`src/rtl/motor_pkg.sv`:
```
// Shared types and constants for the two-wheel motor driver.
package motor_pkg;

  localparam int unsigned SPD_W = 4;
  localparam int unsigned DIR_W = 4;

  localparam logic [DIR_W-1:0] DIR_STOP  = 4'b0000;
  localparam logic [DIR_W-1:0] DIR_FWD   = 4'b0001;
  localparam logic [DIR_W-1:0] DIR_REV   = 4'b0010;
  localparam logic [DIR_W-1:0] DIR_LEFT  = 4'b0100;
  localparam logic [DIR_W-1:0] DIR_RIGHT = 4'b1000;

  typedef enum logic [1:0] {
    ST_IDLE,
    ST_RUN,
    ST_RAMP_DN,
    ST_DEAD
  } state_t;

  // Wheel direction bits plus speed, held while a reversal completes
  typedef struct packed {
    logic             whl_l;
    logic             whl_r;
    logic [SPD_W-1:0] spd;
  } wheel_cmd_t;

  // A direction code is legal when it has at most one bit set
  function automatic logic dir_valid(input logic [DIR_W-1:0] d);
    return (d & (d - DIR_W'(1))) == '0;
  endfunction

endpackage

```
`src/rtl/motor_drv_if.sv`:
```
// Command handshake carrying target speed and one-hot direction.
interface motor_drv_if;
  import motor_pkg::*;

  logic             cmd_valid;
  logic             cmd_ready;
  logic [SPD_W-1:0] speed_i;
  logic [DIR_W-1:0] dir_i;

  modport master (output cmd_valid, speed_i, dir_i, input cmd_ready);
  modport slave  (input cmd_valid, speed_i, dir_i, output cmd_ready);

endinterface

```
`src/rtl/pwm_gen.sv`:
```
// Prescaled 4-bit PWM counter shared by both wheel duty comparators.
module pwm_gen
  import motor_pkg::*;
#(
  parameter int unsigned PRESC = 4
) (
  input  logic             clk,
  input  logic             rst,
  input  logic [SPD_W-1:0] duty_l,
  input  logic [SPD_W-1:0] duty_r,
  output logic             pwm_l,
  output logic             pwm_r
);

  localparam int unsigned PRE_W = (PRESC > 1) ? $clog2(PRESC) : 1;

  logic [PRE_W-1:0] pre_cnt;
  logic [SPD_W-1:0] cnt;
  logic             step_c;

  assign step_c = (pre_cnt == PRE_W'(PRESC - 1));

  always_ff @(posedge clk) begin
    if (!rst) begin
      pre_cnt <= '0;
      cnt     <= '0;
      pwm_l   <= 1'b0;
      pwm_r   <= 1'b0;
    end else begin
      if (step_c) begin
        pre_cnt <= '0;
        cnt     <= cnt + SPD_W'(1);
      end else begin
        pre_cnt <= pre_cnt + PRE_W'(1);
      end
      // Duty of N gives N high counts out of 16; 0 never goes high
      pwm_l <= (duty_l > cnt);
      pwm_r <= (duty_r > cnt);
    end
  end

endmodule

```
`src/rtl/motor_drv.sv`:
```
// Two-wheel motor driver: command decode, speed ramp, reversal dead time.
// MOTOR_SOFT_RAMP_EN enables gradual speed ramping; otherwise speed steps at once.
module motor_drv
  import motor_pkg::*;
#(
  parameter int unsigned PRESC    = 4,
  parameter int unsigned RAMP_CYC = 16,
  parameter int unsigned DEAD_CYC = 8
) (
  input  logic              clk,
  input  logic              rst,
  motor_drv_if.slave        cmd,
  output logic              pwm_l,
  output logic              pwm_r,
  output logic              dir_l,
  output logic              dir_r,
  output logic              busy,
  output logic              fault
);

  localparam int unsigned RAMP_W = (RAMP_CYC > 1) ? $clog2(RAMP_CYC) : 1;
  localparam int unsigned DEAD_W = (DEAD_CYC > 1) ? $clog2(DEAD_CYC) : 1;

  state_t            state;
  logic [SPD_W-1:0]  cur_spd;
  logic [SPD_W-1:0]  tgt_spd;
  wheel_cmd_t        pend;
  logic [RAMP_W-1:0] ramp_cnt;
  logic [DEAD_W-1:0] dead_cnt;

  logic              acc_c;
  logic              dir_ok_c;
  logic              new_l_c;
  logic              new_r_c;
  logic [SPD_W-1:0]  new_spd_c;

  assign acc_c = cmd.cmd_valid && cmd.cmd_ready;

  // Map the direction code onto wheel bits; stop/invalid keep bits, speed 0
  always_comb begin
    dir_ok_c  = 1'b1;
    new_l_c   = dir_l;
    new_r_c   = dir_r;
    new_spd_c = cmd.speed_i;
    case (cmd.dir_i)
      DIR_FWD:   begin new_l_c = 1'b1; new_r_c = 1'b1; end
      DIR_REV:   begin new_l_c = 1'b0; new_r_c = 1'b0; end
      DIR_LEFT:  begin new_l_c = 1'b0; new_r_c = 1'b1; end
      DIR_RIGHT: begin new_l_c = 1'b1; new_r_c = 1'b0; end
      default: begin
        dir_ok_c  = dir_valid(cmd.dir_i);
        new_spd_c = '0;
      end
    endcase
  end

  always_ff @(posedge clk) begin
    if (!rst) begin
      state         <= ST_IDLE;
      cur_spd       <= '0;
      tgt_spd       <= '0;
      pend          <= '0;
      ramp_cnt      <= '0;
      dead_cnt      <= '0;
      dir_l         <= 1'b1;
      dir_r         <= 1'b1;
      busy          <= 1'b0;
      fault         <= 1'b0;
      cmd.cmd_ready <= 1'b1;
    end else begin
      case (state)
        ST_IDLE, ST_RUN: begin
          if (cur_spd == tgt_spd) begin
            ramp_cnt <= '0;
            if (cur_spd == '0) state <= ST_IDLE;
          end else begin
`ifdef MOTOR_SOFT_RAMP_EN
            if (ramp_cnt == RAMP_W'(RAMP_CYC - 1)) begin
              ramp_cnt <= '0;
              cur_spd  <= (cur_spd < tgt_spd) ? cur_spd + SPD_W'(1)
                                               : cur_spd - SPD_W'(1);
            end else begin
              ramp_cnt <= ramp_cnt + RAMP_W'(1);
            end
`else
            cur_spd <= tgt_spd;
`endif
          end

          if (acc_c) begin
            fault <= !dir_ok_c;
            if ({new_l_c, new_r_c} == {dir_l, dir_r}) begin
              tgt_spd <= new_spd_c;
              state   <= ST_RUN;
`ifdef MOTOR_SOFT_RAMP_EN
              ramp_cnt <= '0;
`else
              cur_spd  <= new_spd_c;
`endif
            end else begin
              // Wheel reversal: stash the command until the wheels are stopped
              pend          <= '{whl_l: new_l_c, whl_r: new_r_c, spd: new_spd_c};
              tgt_spd       <= '0;
              ramp_cnt      <= '0;
              dead_cnt      <= '0;
              busy          <= 1'b1;
              cmd.cmd_ready <= 1'b0;
`ifdef MOTOR_SOFT_RAMP_EN
              cur_spd <= cur_spd;
              state   <= (cur_spd != '0) ? ST_RAMP_DN : ST_DEAD;
`else
              cur_spd <= '0;
              state   <= ST_DEAD;
`endif
            end
          end
        end

        ST_RAMP_DN: begin
          if (cur_spd == '0) begin
            state    <= ST_DEAD;
            dead_cnt <= '0;
          end else if (ramp_cnt == RAMP_W'(RAMP_CYC - 1)) begin
            ramp_cnt <= '0;
            cur_spd  <= cur_spd - SPD_W'(1);
            if (cur_spd == SPD_W'(1)) begin
              state    <= ST_DEAD;
              dead_cnt <= '0;
            end
          end else begin
            ramp_cnt <= ramp_cnt + RAMP_W'(1);
          end
        end

        ST_DEAD: begin
          if (dead_cnt == DEAD_W'(DEAD_CYC - 1)) begin
            dead_cnt      <= '0;
            ramp_cnt      <= '0;
            dir_l         <= pend.whl_l;
            dir_r         <= pend.whl_r;
            tgt_spd       <= pend.spd;
`ifndef MOTOR_SOFT_RAMP_EN
            cur_spd       <= pend.spd;
`endif
            busy          <= 1'b0;
            cmd.cmd_ready <= 1'b1;
            state         <= ST_RUN;
          end else begin
            dead_cnt <= dead_cnt + DEAD_W'(1);
          end
        end

        default: state <= ST_IDLE;
      endcase
    end
  end

  pwm_gen #(
    .PRESC (PRESC)
  ) u_pwm_gen (
    .clk    (clk),
    .rst    (rst),
    .duty_l (cur_spd),
    .duty_r (cur_spd),
    .pwm_l  (pwm_l),
    .pwm_r  (pwm_r)
  );

endmodule

```
`src/flat_wrapper.sv`:
```
// flat-port wrapper written by rule: the top's interface ports become plain ports
module motor_drv_flat import motor_pkg::*;
#(
  parameter int unsigned PRESC    = 4,
  parameter int unsigned RAMP_CYC = 16,
  parameter int unsigned DEAD_CYC = 8
)
  (clk, rst, pwm_l, pwm_r, dir_l, dir_r, busy, fault, cmd_cmd_valid, cmd_speed_i, cmd_dir_i, cmd_cmd_ready);
  motor_drv_if cmd_i ();
  input  logic clk;
  input  logic rst;
  output logic pwm_l;
  output logic pwm_r;
  output logic dir_l;
  output logic dir_r;
  output logic busy;
  output logic fault;
  input wire logic [$bits(cmd_i.cmd_valid)-1:0] cmd_cmd_valid;
  input wire logic [$bits(cmd_i.speed_i)-1:0] cmd_speed_i;
  input wire logic [$bits(cmd_i.dir_i)-1:0] cmd_dir_i;
  output wire logic [$bits(cmd_i.cmd_ready)-1:0] cmd_cmd_ready;
  assign cmd_i.cmd_valid = cmd_cmd_valid;
  assign cmd_i.speed_i = cmd_speed_i;
  assign cmd_i.dir_i = cmd_dir_i;
  assign cmd_cmd_ready = cmd_i.cmd_ready;
  motor_drv #(.PRESC(PRESC), .RAMP_CYC(RAMP_CYC), .DEAD_CYC(DEAD_CYC)) u_core (.clk(clk), .rst(rst), .cmd(cmd_i), .pwm_l(pwm_l), .pwm_r(pwm_r), .dir_l(dir_l), .dir_r(dir_r), .busy(busy), .fault(fault));
endmodule
```
`config.mk`:
```
export PLATFORM = sky130hd
export DESIGN_NAME = motor_drv_flat
export DESIGN_NICKNAME = d
export VERILOG_FILES = /design/src/rtl/motor_pkg.sv /design/src/rtl/motor_drv_if.sv /design/src/rtl/pwm_gen.sv /design/src/rtl/motor_drv.sv /design/src/flat_wrapper.sv
export SDC_FILE = /design/constraint.sdc
export NUM_CORES = 1
export LEC_CHECK = 0
export CORE_MARGIN = 4
export CORE_UTILIZATION = 62
export CTS_BUF_LIST = sky130_fd_sc_hd__clkbuf_4 sky130_fd_sc_hd__clkbuf_8 sky130_fd_sc_hd__clkbuf_16
export DETAILED_ROUTE_END_ITERATION = 8
export PLACE_DENSITY = 0.84
export SLEW_MARGIN = 10
export SYNTH_ARGS = -nofsm -noshare
export SYNTH_HDL_FRONTEND = slang
export SYNTH_HIERARCHICAL = 1
export SYNTH_SLANG_ARGS = --single-unit
```
`constraint.sdc`:
```
create_clock -name clk -period 4.43 [get_ports clk]
set_input_delay 1.329 -clock clk [delete_from_list [all_inputs] [get_ports clk]]
set_output_delay 1.329 -clock clk [all_outputs]
set_load 0.02 [all_outputs]
```
# [Word level (Yosys, flattened, before mapping)]
# Cells that the tools add are included.
[totals] ff_bits=35 latchBits=0 ram_bits=0 romBits=0 inputBits=11 output_inout_bits=7 word_cells=115 mem_count=0
[classes] addsub=6 n_mul=0 n_div=0 magnitude_cmp=1 eq_ne=23 shifts=0 n_mux=44 bitwise_logic=3 reduce_logical=22
[ops] op="$mux 4" count=14
[ops] op="$pmux 4 s3" count=2
[ops] op="$mux 3" count=6
[ops] op="$mux 2" count=8
[ops] op="$ne 3x1->1 const B" count=4
[ops] op="$reduce_and 4->1" count=3
[ops] op="$reduce_or 2->1" count=6
[ops] op="$pmux 3 s3" count=1
[ops] op="$add 4x1->4 const B" count=2
[ops] op="$eq 4x1->1 const B" count=2
[ops] op="$eq 4x4->1 const B" count=2
[ops] op="$logic_not 4->1" count=2
[ops] op="$pmux 1 s2" count=4
[ops] op="$pmux 4 s2" count=1
[ops] op="$sub 4x1->4 const B" count=2
[ops] op="$mux 1" count=7
[ops] op="$eq 2x2->1 const B" count=3
[ops] op="$ne 2x1->1 const B" count=3
[ops] op="$pmux 2 s3" count=1
[ops] op="$reduce_and 2->1" count=3
[ops] op="$reduce_and 3->1" count=2
[ops] op="$reduce_and 5->1" count=1
[ops] op="$and 4x4->4" count=1
[ops] op="$eq 4x2->1 const B" count=1
[ops] op="16 further kinds" count=18

# [Logic depth before layout (Yosys ltp)]
# Gate-level depths: netlist (run 1).
[logic_depth] ltp_word=7 mapped_depth=7 ltp_nobuf=7

# [Hierarchy]
# The synthesis (run 1) kept the hierarchy.
[modules_own_cells] module="motor_drv" n_inst=1 cells_per_inst=216 area_per_inst_um2=1715.4 seq_area_each_um2=560.5
[modules_own_cells] module="pwm_gen" n_inst=1 cells_per_inst=47 area_per_inst_um2=460.4 seq_area_each_um2=160.2

# [Worst setup path before layout (run 1)]
# OpenSTA, ideal clock, no wires.
[synth_path] path_type="input-to-reg" from="input port cmd_dir_i[2]" to="register u_core.ramp_cnt[1]" setup_time_ns=0.061 t_arrival_ns=2.438 t_required_ns=4.369 slack_ns=1.932 path_stages=6 path_buffers=1 cell_sequence="buf_4 -> xor2_1 -> o211ai_1 -> nand3_1 -> o21bai_1 -> a32o_1"
[synth_between] elab_chain_len=7 word_cells_on_any_way=14 classes_between="eq/ne: 5; mux: 5; reduce/logical: 4"
[synth_rtl] item="from (decl)" line="flat_wrapper.sv:20" text="input wire logic [$bits(cmd_i.dir_i)-1:0] cmd_dir_i;"
[synth_rtl] item="$eq 4x2->1, or another cell as far along" line="motor_drv.sv:45" text="case (cmd.dir_i)"
[synth_rtl] item="$reduce_or 2->1 (no source line)"
[synth_rtl] item="$pmux 1 s2" line="motor_drv.sv:45"
[synth_rtl] item="$eq 2x2->1 (*)" line="motor_drv.sv:92" text="if ({new_l_c, new_r_c} == {dir_l, dir_r}) begin"
[synth_rtl] item="$mux 4 (*)" line="motor_drv.sv:92"
[synth_rtl] item="$mux 4 (*)" line="motor_drv.sv:90" text="if (acc_c) begin"
[synth_rtl] item="$pmux 4 s3 (*)" line="motor_drv.sv:71" text="case (state)"
[synth_rtl] item="to (signal assigned)" line="motor_drv.sv:131" text="ramp_cnt <= ramp_cnt + RAMP_W'(1);"
[synth_rtl] item="to (decl)" line="motor_drv.sv:28" text="logic [RAMP_W-1:0] ramp_cnt;"
# Mark *: on every way between the ends. The rest lies on a longest branch, timed or not.
# A chain may end at the register's enable or synchronous reset.

# [Worst setup path in the final report (run 1)]
# Ends and elaborated chain as after synthesis.

==> results list, run 1 <==
* Post-Synthesis Cells: 263
- Number of buffers inserted for hold repair after clock tree synthesis: 0
- The H-tree generated during clock tree synthesis spans 2 levels.
- Main combinational cell family by area after synthesis: simple AND/OR/NAND/NOR gates
- The synthesized design contains 36 register bits.
- Maximum number of pins on one net before global-route repair: 36
* Number of fillers in the final layout: 294
- Number of buffers between clock root and the deepest sink: 2
- The core region is 0.00336 mm².
- The min-delay analysis places its worst path in the category flop to flop.
- The synthesized netlist devotes a little under a quarter of its cell area to simple gates.
- LEAKAGE: 0.930 nW
- GR Overflow Total: 0
- The initial utilization of the core area, before any placement, comes to 64.7%.
* Period utilisation layout: 67.4%
- The number of max-slew violations in the final report is 0.
- Via count of the first global-routing pass: 1711
* Xor/xnor share of the synthesized area: 4.83%
* Gates resized, CTS repair: 0
- Number of synthesis warnings: 6
* Routed wirelength normalized by instance count: 13.8 µm
* Worst-path clk slew: around 0.10 ns
* Register area share after synthesis: 33.1%
- The number of hold violations in the final report was 0.
- For this run, the top clock speed supported by timing is approximately 340 MHz.
- Die Wd: 67.2 µm
* Proportion of register bits with asynchronous set or reset after synthesis: 0%
- Endpoint required time on the critical path: between 4 and 5 ns
* Number of antenna-violating nets in the routed design: 0
- Worst Path Max Fanout: 11
- Average vias per placed instance: 5.97
- Nets@finish: about 300
- Final setup violating endpoints: 0
- Port bufs: 17
- A synthesized cell averages between 8 and 9 µm².
- For the pin with the worst max-slew slack, the measured transition is 0.734 ns.
* Unrepaired setup endpoints after global routing: false
- Detailed routing inserted a total of 1910 vias.
* Syn_nets: 290
- For the worst setup path, the data arrival time is about 3.3 ns.
- Netlist cell types: 45
* Cell area after synthesis: 0.00218 mm²
- Clock tree synthesis selected as its root buffer the cell clkbuf_4.
- Area of the die: between 0.004 and 0.005 mm²
- Number of setup buffers added after CTS: 0
- The run finished with clean final reports.
- Proportion of layout cells with a drive suffix above 1: 5.47%
* N_diodes: 0
- Clock tree from TritonCTS: yes
- Row count: 21
- The tree built by TritonCTS fans out to 36 sinks.
* Top-Level Pins: 18
* Fin Clk Skew: 0.00996 ns
- STA classifies the critical path endpoint as a flop.
- The first global-routing pass estimated about 7.5 mm of wire.
* Detailed Route Iter0 Violations: 120
- Most instantiated flip-flop cell in the synthesis netlist: dfxtp_1
- Synthesis-to-layout area growth: 10.5%
- After layout, the minimum clock period comes to 2.98 ns.
- Routability-driven placement finished with a final weighted congestion of 0.821.
- Sum Neg Setup Slack: 0 ns
- Summing the areas of all compound-gate instances in the mapped netlist gives 22.3% of the synthesized area.
* Power density cells: 356 mW/mm²
* Share of cell area taken by muxes after synthesis: 1.84%
* Number of buffers added by the clock tree synthesis step: 5
- Placed wire-length estimate: between 3 and 4 mm
- Vert. Die Dim: 67.2 µm
- The first TritonRoute pass finished after 5 iterations.
- Worst hold slack: 0.433 ns
- In the routed design, unresolved DRC markers number 0.
- Max VDD drop: approximately 220 µV
* Gr usage total: 21.4%
- In this run the tightest slew margin relative to its limit is 51.0%.
- At the later pin of the worst-skew pair, clock insertion delay measures around 0.34 ns.
- Critical path class: primary input to flop
- Wires add up to approximately 4.4 mm.
- Type of element launching the critical path: primary input
- The tool flagged a number of max-cap violations equal to 0.
- Antenna violations before repair: 0
- Of the total synthesized cell area, the portion taken by full adders, half adders and majority gates is a little under 10%.
- The synthesized design contains 0 enable-type register cells.
worst paths after layout:
kind	startpoint	to	slack (ns)	cells past startpoint
min reg2reg	u_core/u_pwm_gen/pre_cnt[0]$_SDFF_PP0_	u_core/u_pwm_gen/pre_cnt[0]$_SDFF_PP0_	0.43	1
max reg2reg	u_core/cur_spd[0]$_SDFFE_PN0P_	u_core/ramp_cnt[1]$_SDFFE_PN0P_	2.37	7
max	cmd_dir_i[2]	u_core/ramp_cnt[1]$_SDFFE_PN0P_	1.45	6
min	u_core/u_pwm_gen/pre_cnt[0]$_SDFF_PP0_	u_core/u_pwm_gen/pre_cnt[0]$_SDFF_PP0_	0.43	1
power breakdown:
part	leakage, nW	internal (W)	switching, W
registers	0.294	0.000352	0.0000366
clock network	0.0374	0.0000900	0.000105
logic	0.599	0.000124	0.000149
metrics by stage:
stage	setup WS (ns)	instance area (µm²)	std cells	power [W]	util (%)
2_1_floorplan	1.93	2180	263	0.000594	-
3_3_place_gp	1.21	2340	313	0.000660	69.6
3_5_place_dp	1.13	2340	313	0.000666	69.6
4_1_cts	1.49	2400	320	0.000861	71.5
5_1_grt	1.32	2400	320	0.000916	71.5
6_report	1.45	2400	320	0.000857	71.5
cell usage after synthesis, drive strengths merged, types with 3 or more instances:
master  count  share of area, %
o211ai      4               1.4
nand3      28               6.4
a22oi       4               1.4
xnor2       4               1.6
o21bai      3               1.0
nor2       10               1.7
mux2i       4               1.8
inv        10               1.7
nor2b       4               1.1
o21ai      24               5.5
a31oi      13               4.0
xor2        8               3.2
nand4       4               1.1
nor3        4              0.92
a21oi      10               2.3
buf         9               2.4
dfxtp      36                33
nor3b       5               1.7
clkbuf      5              0.86
ha         16               9.2
and2        4               1.1
nand2      29               5.0
a32o        3               1.4
metal layers:
metal	track usage [%]	vias to the layer above	part of all wire (%)
met2	33.9	54	46
met1	28.5	870	48
met5	0	-	0
met4	6.58	0	1.1
li1	-	980	-
met3	5.32	6	4.9
cell type report:
class | instances | area (µm²) | share of cell area [%]
clock buffers | 7 | 65.1 | 2.71
inverters | 10 | 37.5 | 1.56
multi-input cells | 203 | 1350 | 56.0
flip-flops and latches | 36 | 721 | 30.0
well taps | 46 | 57.6 | 2.39
repair buffers | 18 | 178 | 7.39
worst max-delay path, cell delays in order:
cell and delay [ns]:
clkdlybuf4s50_1 0.70, nor3_1 0.12, a31oi_1 0.26, nand3_1 0.26
o21bai_1 0.39, a32o_1 0.21
sequential cells by signal, indices dropped and copies added, names as in the netlist:
signal	count
u_core/u_pwm_gen/cnt	4
u_core/dir_l	1
u_core/busy	1
u_core/tgt_spd	4
u_core/u_pwm_gen/pwm_r	1
u_core/pend	6
u_core/u_pwm_gen/pre_cnt	2
u_core/fault	1
u_core/state	2
u_core/u_pwm_gen/pwm_l	1
u_core/dir_r	1
u_core/cmd.cmd_ready	1
u_core/cur_spd	4
u_core/dead_cnt	3
u_core/ramp_cnt	4
layout by cell type, fill, tap and decap left out, types with 2 or more instances in the layout:
cell type	count
a32o_1	3
mux2i_1	4
nor2_1	10
nand2b_1	2
o21ai_0	23
a311oi_1	2
nand3_1	28
inv_1	10
a31oi_1	12
nor3b_1	5
o21bai_1	3
nand2_1	29
a21o_1	2
clkdlybuf4s50_1	17
nor3_1	4
clkbuf_8	2
xor2_1	8
nor2b_1	4
clkbuf_4	5
dfxtp_1	36
xnor2_1	4
ha_1	16
nand4_1	4
o211ai_1	4
a22oi_1	4
and2_1	4
a21oi_1	10
cells by family (layout without fill, tap and decap cells):
group	count (synthesis)	count (layout)
adders and majority gates	17	17
and+or+nand+nor	98	98
muxes	4	4
buffers and inverters	24	35
AOI/OAI and AO/OA	72	72
DFF	36	36
xor gates and xnor gates	12	12
(Power assumes the default switching activity.)
==> run 2, diff against run 1 <==
- CORE_UTILIZATION: 62 -> 58
- PLACE_DENSITY: 0.84 -> 0.8
- clock period: 4.43 -> 3 ns (I/O delays scaled with it)
==> results list, run 2 (synthesis results as in run 1) <==
* Result of the run: complete, no violations (unchanged)
- Top-Level Pins: 18 (unchanged)
- The final RePlAce weighted congestion was 0.817 (was 0.821).
- Critical path class: primary input to flop (unchanged)
* Port bufs: 17 (unchanged)
* Highest-count cells in the layout ignoring fill and taps: 36 x dfxtp_1, 29 x nand2_1, 28 x nand3_1 (unchanged)
* Fin Clk Skew: 0.0105 ns (was 0.00996 ns)
- N_diodes: 0 (unchanged)
- The residual DRC count came to 0 (unchanged).
* Routed wirelength normalized by instance count: 14.3 µm (was 13.8 µm)
- Sum of routed wire length over all layers: 4.65 mm (was 4.43 mm)
* Number of buffers inserted for hold repair after clock tree synthesis: 0 (unchanged)
- Number of setup buffers added after CTS: 0 (unchanged)
- The utilization of the core after routing was 71.2% (was 71.5%).
- The filler cell count in the final layout is 291 (was 294).
- Effective utilization at floorplan: 62.7% (was 64.7%)
- Number of flip-flops in the largest register: 6 (unchanged)
- Detailed route wirelength on metal3: 185 µm (was 217 µm)
* Later-pin clock latency in the skew report: 0.30 ns (was 0.34 ns)
- The via count normalized by instance count came to 5.87 (was 5.97).
- Via count of the first global-routing pass: 1724 (was 1711)
- Nets@finish: 306 (was 301)
- Routed length on met1: 2.22 mm (was 2.13 mm)
* GR Overflow Total: 0 (unchanged)
- Worst hold slack: 0.435 ns (was 0.433 ns)
* Final hold violations: 0 (unchanged)
- The deepest clock path buffer count came to 2 (unchanged).
- LEAKAGE: 0.957 nW (was 0.930 nW)
- Power density cells: 541 mW/mm² (was 356 mW/mm²)
- The register clock-pin slew on the reported worst setup and hold paths came to 0.08 ns (was 0.10 ns).
- The number of buffers created by CTS is 5 (unchanged).
* H-tree Lvls: 2 (unchanged)
* Synthesis-to-layout area growth: 13.5% (was 10.5%)
- The total of max-cap violations came to 0 (unchanged).
- Number of antenna-violating nets in the routed design: 0 (unchanged)
- Proportion of layout cells with a drive suffix above 1: 7.50% (was 5.47%)
- Period utilisation layout: ~82%
- The post-placement worst setup slack came to 0.263 ns (was 1.13 ns).
* Die Wd: 69.3 µm (was 67.2 µm)
- The kind of launch point of the worst setup path is a primary input (unchanged).
* Placed wire-length estimate: 3.44 mm (was 3.23 mm)
- Clk sinks: 36 (unchanged)
- For this run, the top clock speed supported by timing is 404 MHz.
* Detailed Route Iter0 Violations: 127 (was 120)
- Gr usage total: 19.9% (was 21.4%)
* Data arrival time at the worst-slack endpoint: 2.69 ns (was 3.27 ns)
- The most flop-heavy register is u_core/pend (unchanged).
* Area of the core region: 0.00347 mm² (was 0.00336 mm²)
- Hold Path Class: flop to flop (unchanged)
- Highest metal used: met4 (unchanged)
- The combined area of the multi-input logic cells is 0.00135 mm² (unchanged).
- The count of standard-cell rows is 21 (unchanged).
- The headroom to the max-slew limit came to 49.6% (was 51.0%).
- Final setup violating endpoints: 0 (unchanged)
- Most common library cell in the layout ignoring fill and taps: dfxtp_1 (unchanged)
* Gates resized, CTS repair: 0 (unchanged)
* Router iterations before antenna repair: 4 (was 5)
- The global-route wire length before repair was 7.96 mm (was 7.53 mm).
* Endpoint required time on the critical path: 3.21 ns (was 4.71 ns)
* Worst-margin pin slew: 0.755 ns (was 0.734 ns)
- Unrepaired setup endpoints after global routing: false (unchanged)
- The count of cells along the worst register-to-register path came to 7 (unchanged).
* Antenna violations before repair: 0 (unchanged)
- Worst Path Max Fanout: 12 (was 11)
* Sum Neg Setup Slack: 0 ns (unchanged)
- Maximum number of pins on one net before global-route repair: 25 (was 36)
- Via count of the routed design: 1915 (was 1910)
* Routed length on met2: 2.18 mm (was 2.03 mm)
* Type of destination of the critical path: flop (unchanged)
- Post-route setup slack: 0.526 ns (was 1.45 ns)
- Area of the die: 0.00480 mm² (was 0.00452 mm²)
- Final-report max-slew violation count: 0 (unchanged)
- Clock tree from TritonCTS: yes (unchanged)
- Vert. Die Dim: 69.3 µm (was 67.2 µm)
- The maximum VDD drop is 369 µV (was 223 µV).
- The total design power is 0.00134 W (was 0.000857 W).
- Root buffer cell: clkbuf_8 (was clkbuf_4)
* Final worst path period need: 2.47 ns
- Number of cells on the worst hold path: 1 (unchanged)
- The sequential cell area in the final layout came to 721 µm² (unchanged).
==> run 2: cell types whose count changed in the layout (fill, tap and decap cells not counted) <==
cell / change
buf_4: +5
clkbuf_4: -5
clkbuf_8: +3
clkinvlp_4: +2
clkinv_4: +1
==> run 2: final cells by class <==
cell class                 count  share of cell area, %
inverter                      10                   1.52
timing repair buffer          23                   8.71
sequential                    36                   29.2
multi-input combinational    203                   54.5
clock inverter                 3                  0.963
tap                           46                   2.33
clock buffer                   5                   2.79
==> run 2: power breakdown <==
part           switching, W  internal, W  total (W)
logic              0.000223     0.000187   0.000410
registers         0.0000549     0.000520   0.000575
clock network      0.000187     0.000164   0.000352
total              0.000465     0.000871    0.00134
==> run 2: final timing paths <==
path / start / to / slack (ns)
min: u_core/u_pwm_gen/pre_cnt[0]$_SDFF_PP0_ / u_core/u_pwm_gen/pre_cnt[0]$_SDFF_PP0_ / 0.44
max reg2reg: u_core/cur_spd[0]$_SDFFE_PN0P_ / u_core/ramp_cnt[2]$_SDFFE_PN0P_ / 0.91
max: cmd_dir_i[0] / u_core/cur_spd[2]$_SDFFE_PN0P_ / 0.53
min reg2reg: u_core/u_pwm_gen/pre_cnt[0]$_SDFF_PP0_ / u_core/u_pwm_gen/pre_cnt[0]$_SDFF_PP0_ / 0.44
==> run 2: critical path: stages <==
cell and delay, ns:
clkdlybuf4s50_1 0.60, nor3_1 0.45, nand4b_1 0.15, nand3_1 0.28, nand3_1 0.12, a31oi_1 0.19
==> run 2: stage by stage <==
| stage | instance area, µm² | cells |
|---|---|---|
| 2_1_floorplan | 2180 | 263 |
| 3_3_place_gp | 2380 | 318 |
| 3_5_place_dp | 2380 | 318 |
| 4_1_cts | 2470 | 326 |
| 5_1_grt | 2470 | 326 |
| 6_report | 2470 | 326 |
==> run 2: routing by layer <==
metal / GRT usage, % / up-vias
li1: - / 985
met1: 26.1 / 875
met2: 31.8 / 50
met3: 4.49 / 5
met4: 7.81 / 0
met5: 0 / -
